==> src/rtl/fpio_fifo_nch.sv <==
`default_nettype none
// ============================================================================
// Module   : fpio_fifo_nch
// Summary  : Bank of independent circular FIFOs using fifo_in/fifo_out
//            handshakes, with per-channel flush and almost-full flags.
//            Define FPIO_FIFO_NCH_STATUS_EN to add sticky ovf/udf ports.
// Revision : 1.0
// ============================================================================
module fpio_fifo_nch #(
   parameter int NUM_CHANNELS = 2,
   parameter int DATA_WIDTH   = 8,
   parameter int DEPTH        = 4,
   parameter int FIFO_BITS    = $clog2(DEPTH) + 1,
   parameter int AFULL_LEVEL  = DEPTH - 1
) (
   input  logic                               clock,
   input  logic                               reset,
   output logic [NUM_CHANNELS*FIFO_BITS-1:0]  in_avail,
   input  logic [NUM_CHANNELS*DATA_WIDTH-1:0] in_data,
   input  logic [NUM_CHANNELS-1:0]            in_data_en,
   output logic [NUM_CHANNELS-1:0]            in_data_ack,
   output logic [NUM_CHANNELS*FIFO_BITS-1:0]  out_avail,
   output logic [NUM_CHANNELS*DATA_WIDTH-1:0] out_data,
   input  logic [NUM_CHANNELS-1:0]            out_data_en,
   output logic [NUM_CHANNELS-1:0]            out_data_ack,
   input  logic [NUM_CHANNELS-1:0]            flush,
   output logic [NUM_CHANNELS-1:0]            afull
`ifdef FPIO_FIFO_NCH_STATUS_EN
   ,
   output logic [NUM_CHANNELS-1:0]            ovf,
   output logic [NUM_CHANNELS-1:0]            udf,
   input  logic [NUM_CHANNELS-1:0]            status_clr
`endif
);

   localparam int                   PTR_W   = $clog2(DEPTH);
   localparam logic [FIFO_BITS-1:0] C_DEPTH = FIFO_BITS'(DEPTH);
   localparam logic [FIFO_BITS-1:0] C_AFULL = FIFO_BITS'(AFULL_LEVEL);
   localparam logic [FIFO_BITS-1:0] C_ONE   = FIFO_BITS'(1);
   localparam logic [PTR_W-1:0]     C_PONE  = PTR_W'(1);

   for (genvar c = 0; c < NUM_CHANNELS; c++) begin : g_ch
      logic [PTR_W-1:0]      wr_ptr_q, wr_ptr_d;
      logic [PTR_W-1:0]      rd_ptr_q, rd_ptr_d;
      logic [FIFO_BITS-1:0]  count_q, count_d;
      logic [FIFO_BITS-1:0]  in_avail_q;
      logic                  afull_q;
      logic [DATA_WIDTH-1:0] mem_q [DEPTH];
      logic                  full, empty, wr_ack, rd_ack;

      // Acks are suppressed during reset and flush so no transfer is lost silently.
      always_comb begin
         full     = (count_q == C_DEPTH);
         empty    = (count_q == '0);
         wr_ack   = in_data_en[c]  & ~full  & ~flush[c] & ~reset;
         rd_ack   = out_data_en[c] & ~empty & ~flush[c] & ~reset;
         wr_ptr_d = wr_ptr_q;
         rd_ptr_d = rd_ptr_q;
         count_d  = count_q;
         if (flush[c]) begin
            wr_ptr_d = '0;
            rd_ptr_d = '0;
            count_d  = '0;
         end else begin
            if (wr_ack) wr_ptr_d = wr_ptr_q + C_PONE;
            if (rd_ack) rd_ptr_d = rd_ptr_q + C_PONE;
            if (wr_ack && !rd_ack)      count_d = count_q + C_ONE;
            else if (rd_ack && !wr_ack) count_d = count_q - C_ONE;
         end
      end

      always_ff @(posedge clock) begin
         if (reset) begin
            wr_ptr_q   <= '0;
            rd_ptr_q   <= '0;
            count_q    <= '0;
            in_avail_q <= C_DEPTH;
            afull_q    <= 1'b0;
         end else begin
            wr_ptr_q   <= wr_ptr_d;
            rd_ptr_q   <= rd_ptr_d;
            count_q    <= count_d;
            in_avail_q <= C_DEPTH - count_d;
            afull_q    <= (count_d >= C_AFULL);
         end
      end

      // Storage is cleared on reset so out_data reads zero until first write.
      always_ff @(posedge clock) begin
         if (reset) begin
            for (int i = 0; i < DEPTH; i++) mem_q[i] <= '0;
         end else if (wr_ack) begin
            mem_q[wr_ptr_q] <= in_data[c*DATA_WIDTH +: DATA_WIDTH];
         end
      end

      assign in_avail[c*FIFO_BITS +: FIFO_BITS]    = in_avail_q;
      assign out_avail[c*FIFO_BITS +: FIFO_BITS]   = count_q;
      assign out_data[c*DATA_WIDTH +: DATA_WIDTH]  = mem_q[rd_ptr_q];
      assign in_data_ack[c]                        = wr_ack;
      assign out_data_ack[c]                       = rd_ack;
      assign afull[c]                              = afull_q;

`ifdef FPIO_FIFO_NCH_STATUS_EN
      logic ovf_q, udf_q;

      always_ff @(posedge clock) begin
         if (reset || flush[c]) begin
            ovf_q <= 1'b0;
            udf_q <= 1'b0;
         end else begin
            if (in_data_en[c] && full)   ovf_q <= 1'b1;
            else if (status_clr[c])      ovf_q <= 1'b0;
            if (out_data_en[c] && empty) udf_q <= 1'b1;
            else if (status_clr[c])      udf_q <= 1'b0;
         end
      end

      assign ovf[c] = ovf_q;
      assign udf[c] = udf_q;
`endif
   end

endmodule
`default_nettype wire

==> config.mk <==
export PLATFORM = sky130hd
export DESIGN_NAME = fpio_fifo_nch
export DESIGN_NICKNAME = d
export VERILOG_FILES = /design/src/rtl/fpio_fifo_nch.sv
export SDC_FILE = /design/constraint.sdc
export NUM_CORES = 1
export LEC_CHECK = 0
export ABC_AREA = 1
export BUFFER_PORTS_ARGS = -buffer_cell sky130_fd_sc_hd__buf_4
export CORE_ASPECT_RATIO = 1.4
export CORE_MARGIN = 4
export CORE_UTILIZATION = 60
export CTS_CLUSTER_DIAMETER = 60
export DETAILED_ROUTE_END_ITERATION = 16
export HOLD_SLACK_MARGIN = 0.1
export PLACE_DENSITY = 0.83
export SETUP_SLACK_MARGIN = 0.05
export SLEW_MARGIN = 40
export SYNTH_ARGS = -nofsm -noshare
export SYNTH_HDL_FRONTEND = slang
export SYNTH_SLANG_ARGS = --single-unit
==> constraint.sdc <==
create_clock -name clock -period 2.95 [get_ports clock]
set_input_delay 0.295 -clock clock [delete_from_list [all_inputs] [get_ports clock]]
set_output_delay 0.295 -clock clock [all_outputs]
set_load 0.005 [all_outputs]
==> flow_summary.rst <==
.. list-table::
   :header-rows: 1

   * - Metric
     - Value
   * - Status
     - finished clean
   * - Worst slew slack as a fraction of its limit
     - 68.24%
   * - Num rows
     - 35
   * - Pin count of the biggest net entering global routing
     - 18
   * - Num CTS Buffers
     - 9
   * - Vias per std cell
     - 5.427
   * - Post-CTS Hold Buffers
     - 0
   * - CTS tree
     - built
   * - Number of instances resized during post-cts repair
     - 0
   * - Largest family of logic cells by synthesized area
     - simple AND/OR/NAND/NOR gates
   * - Total Routing Usage GR
     - 21.42%
   * - Number of inserted filler cells in the final layout
     - 498
   * - Average detailed-routed wire length per instance
     - 14.90 um
   * - Endpoint with the worst hold slack
     - g_ch[0].in_avail_q[1]
   * - Commonest non-fill, non-tap cell in the layout
     - nor2_1
   * - Net count of the finished layout
     - 512
   * - Pins Over Slew Limit
     - 0
   * - Sinks on Clock Net
     - 88
   * - Flip-flop and latch count after synthesis
     - 88
   * - Worst Clk Skew
     - 0.006841 ns
   * - Total power density per cell area
     - 504.8 mW/mm2
   * - Critical setup path kind
     - reg -> reg
   * - Register area share after synthesis
     - 59.72%
   * - Buffers and inverters on the worst path
     - 2
   * - Number of enable-type register cells in the synthesized netlist
     - 64
   * - R2R Setup Slk
     - 0.45 ns
   * - Cell repeated most along the worst path
     - nand2_1
   * - Die area
     - 0.008097 mm2
   * - Placed Cells
     - 541
   * - Category of the worst setup path capture point
     - flip-flop
   * - Critical Path Fanout Max
     - 13
   * - Number of setup violations in the final report
     - 0
   * - Vias
     - 3023
   * - Largest stage delay on the critical path
     - 0.48 ns
   * - Clock insertion delay at the later pin of the skew report
     - 0.35 ns
   * - Area share of xor/xnor cells in the synthesized design
     - 1.089%
   * - Wire length after detailed routing
     - 8302 um
   * - Hold Path Cell Cnt
     - 2
   * - Count of nets left with antenna violations after detail routing
     - 0
   * - Post-Synthesis Cell Area
     - 0.004023 mm2
   * - Weighted congestion reported at the end of routability-driven placement
     - 0.9325
   * - Antenna fix cells
     - 0
   * - Synth warnings
     - 0
   * - Root Buffer
     - clkbuf_8
   * - Async S/R FF share, synth
     - 0%
   * - HPWL after DPL
     - 5851 um
   * - Max stage delay cell, worst path
     - nand2_1
   * - Tightest Pin Transition
     - 0.4751 ns
   * - Die Width
     - 77.20 um
   * - Relative area change from synthesis to final layout
     - 16.21%
   * - Number of global-route vias before repair
     - 2909
   * - IO Count
     - 58
   * - Wire length of the first global-routing pass
     - 13590 um
   * - Clock Tree Buf Depth
     - 2
   * - Prevailing post-synth register cell
     - edfxtp_1
   * - Clock slew at the register clock pins of the worst setup and hold paths
     - 0.08 ns
   * - Number of antenna violations at the first check in global routing
     - 0
   * - DIE HEIGHT
     - 104.9 um
   * - Drc violations
     - 0
   * - Buffers added on ports
     - 57
   * - Reg-to-Reg Start
     - g_ch[0].count_q[0]
   * - Aggregate negative setup slack
     - 0 ns
   * - Footprint of the multi-input gates
     - 0.001334 mm2
   * - Number of endpoints with negative hold slack in the final report
     - 0
   * - Synthesized Nets
     - 454
   * - Count of unique library cells instantiated by Yosys
     - 30
   * - Unrepaired setup endpoints after global routing
     - false
   * - Fmax
     - 400.5 MHz
   * - Drt first-iter violations
     - 395
   * - Class of the tightest hold or removal check
     - in -> reg
   * - Multiplexer share of the synthesized area
     - 0%
   * - Crit start category
     - flip-flop
   * - Post-route fraction of the period consumed by the critical path
     - 84.63%
   * - Final critical delay including setup and external delays
     - 2.497 ns
   * - R2r endpoint
     - g_ch[0].mem_q[1][3]
   * - Core ar.
     - 0.006569 mm2
   * - Adder-cell area share of the yosys netlist
     - 3.110%
   * - Starting Density
     - 61.24%
   * - 1st-pass router iterations
     - 5
   * - Top library cells by usage in the layout, fill and taps aside
     - nor2_1 (113), edfxtp_1 (64), buf_4 (63)
   * - Simple-gate share of the synthesized area
     - 20.16%
   * - Avg Inst Size Synth
     - 9.578 um2
   * - Fraction of layout cells with a size suffix above 1
     - 20.50%
   * - VDD IR-drop max
     - 282.0 uV
   * - Global-route congestion overflow total
     - 0
   * - Cell count after synthesis
     - 420
   * - Final total power
     - 2.360 mW
   * - Arrival @ worst endpoint
     - 2.50 ns
   * - Top Family by Delay on Critical Path
     - simple AND/OR/NAND/NOR gates
   * - Static Leak
     - 2.074 nW
   * - Count of non-filler cells in the finished layout
     - 557
   * - Compound-cell area share of the yosys netlist
     - 8.802%
   * - WP data required
     - 2.96 ns
   * - Post-layout utilization of the core
     - 71.16%
   * - Flip-flop and latch area
     - 0.002402 mm2
   * - Post-CTS setup buffers
     - 0
   * - Number of max-capacitance violations reported
     - 0
   * - Min-Delay Startpoint
     - reset
   * - List of cells traversed by the critical path
     - inv_1 > ha_1 > nand2_1 > nand4_2 > inv_2 > nand3_1 > nand2_1
   * - R2R depth
     - 7
   * - Clock H-tree levels
     - 3
synth_stat cells, drive strengths merged (2+ instances only):
library cell	number	share of area [%]
nand4	2	0.47
nand2	43	4.3
nand3	20	3.0
o21ai	37	4.6
nor3b	3	0.56
xor2	3	0.65
xnor2	2	0.44
o31ai	2	0.37
o22ai	16	2.5
a21oi	7	1.2
edfxtp	64	48
clkbuf	6	0.56
inv	51	4.8
buf	10	1.8
ha	10	3.1
dfxtp	24	12
nor2	117	11
layer usage:
| metal | vias to the layer above | part of all wire [%] | track usage (%) |
|---|---|---|---|
| li1 | 1496 | - | - |
| met1 | 1383 | 39 | 26.19 |
| met2 | 125 | 51 | 35.72 |
| met3 | 19 | 6.6 | 3.879 |
| met4 | 0 | 2.7 | 11.45 |
| met5 | - | 0 | 0 |
metrics by stage:
| step | area [um2] | worst slack [ns] | hold slack, ns |
|---|---|---|---|
| 6_report | 4674 | 0.4534 | 0.2010 |
| 2_1_floorplan | 4023 | 0.9371 | 0.4435 |
| 3_5_place_dp | 4493 | 0.4882 | 0.4737 |
| 3_3_place_gp | 4493 | 0.6153 | 0.4571 |
| 5_1_grt | 4674 | 0.2467 | 0.2168 |
| 4_1_cts | 4674 | 0.4238 | 0.1930 |
report_power, final:
part	switching, mW	internal (mW)	leakage, nW
Clock	0.404	0.354	0.0946
Sequential	0.0160	1.37	0.852
Combinational	0.124	0.0893	1.13
cells by family after synthesis:
| logic type | count (synthesis) |
|---|---|
| AND/OR/NAND/NOR | 187 |
| buffers and inverters | 67 |
| flip-flops | 88 |
| adder cells (fa/ha/maj) | 10 |
| AO/OA/AOI/OAI | 63 |
| XOR/XNOR | 5 |
sequential cells by signal, indices dropped and copies added (netlist names), named ones only:
signal and cells:
g_ch.mem_q 64, g_ch.in_avail_q 4, g_ch.count_q 6, g_ch.wr_ptr_q 4, g_ch.afull_q 2, g_ch.rd_ptr_q 4
how the worst max path moves through the flow:
stage / start / cells past startpoint / slack (ns) / to
final: g_ch[0].count_q[0] / 7 / 0.45 / g_ch[0].mem_q[1][3]
after global routing: g_ch[0].count_q[0] / 7 / 0.25 / g_ch[0].mem_q[1][6]
after CTS: g_ch[0].count_q[0] / 7 / 0.42 / g_ch[0].mem_q[1][2]
after detailed placement: g_ch[0].count_q[0] / 7 / 0.49 / g_ch[0].mem_q[1][2]
after global placement: g_ch[0].count_q[0] / 7 / 0.62 / g_ch[0].mem_q[1][2]
after floorplan: g_ch[1].count_q[0] / 5 / 0.94 / g_ch[1].mem_q[3][0]
worst reg2reg max path, cell delays in order (launching register included):
cell     delay [ns]
dfxtp_1        0.40
inv_1          0.10
ha_1           0.21
nand2_1        0.10
nand4_2        0.31
inv_2          0.18
nand3_1        0.36
nand2_1        0.48
area by class of cell:
class | instances | share of cell area, %
clock buffers | 11 | 3.266
clock inverters | 5 | 0.6156
inverters | 51 | 4.095
multi-input cells | 265 | 28.53
flip-flops and latches | 88 | 51.39
well taps | 74 | 1.981
repair buffers | 63 | 10.12
(Power assumes the default switching activity.)
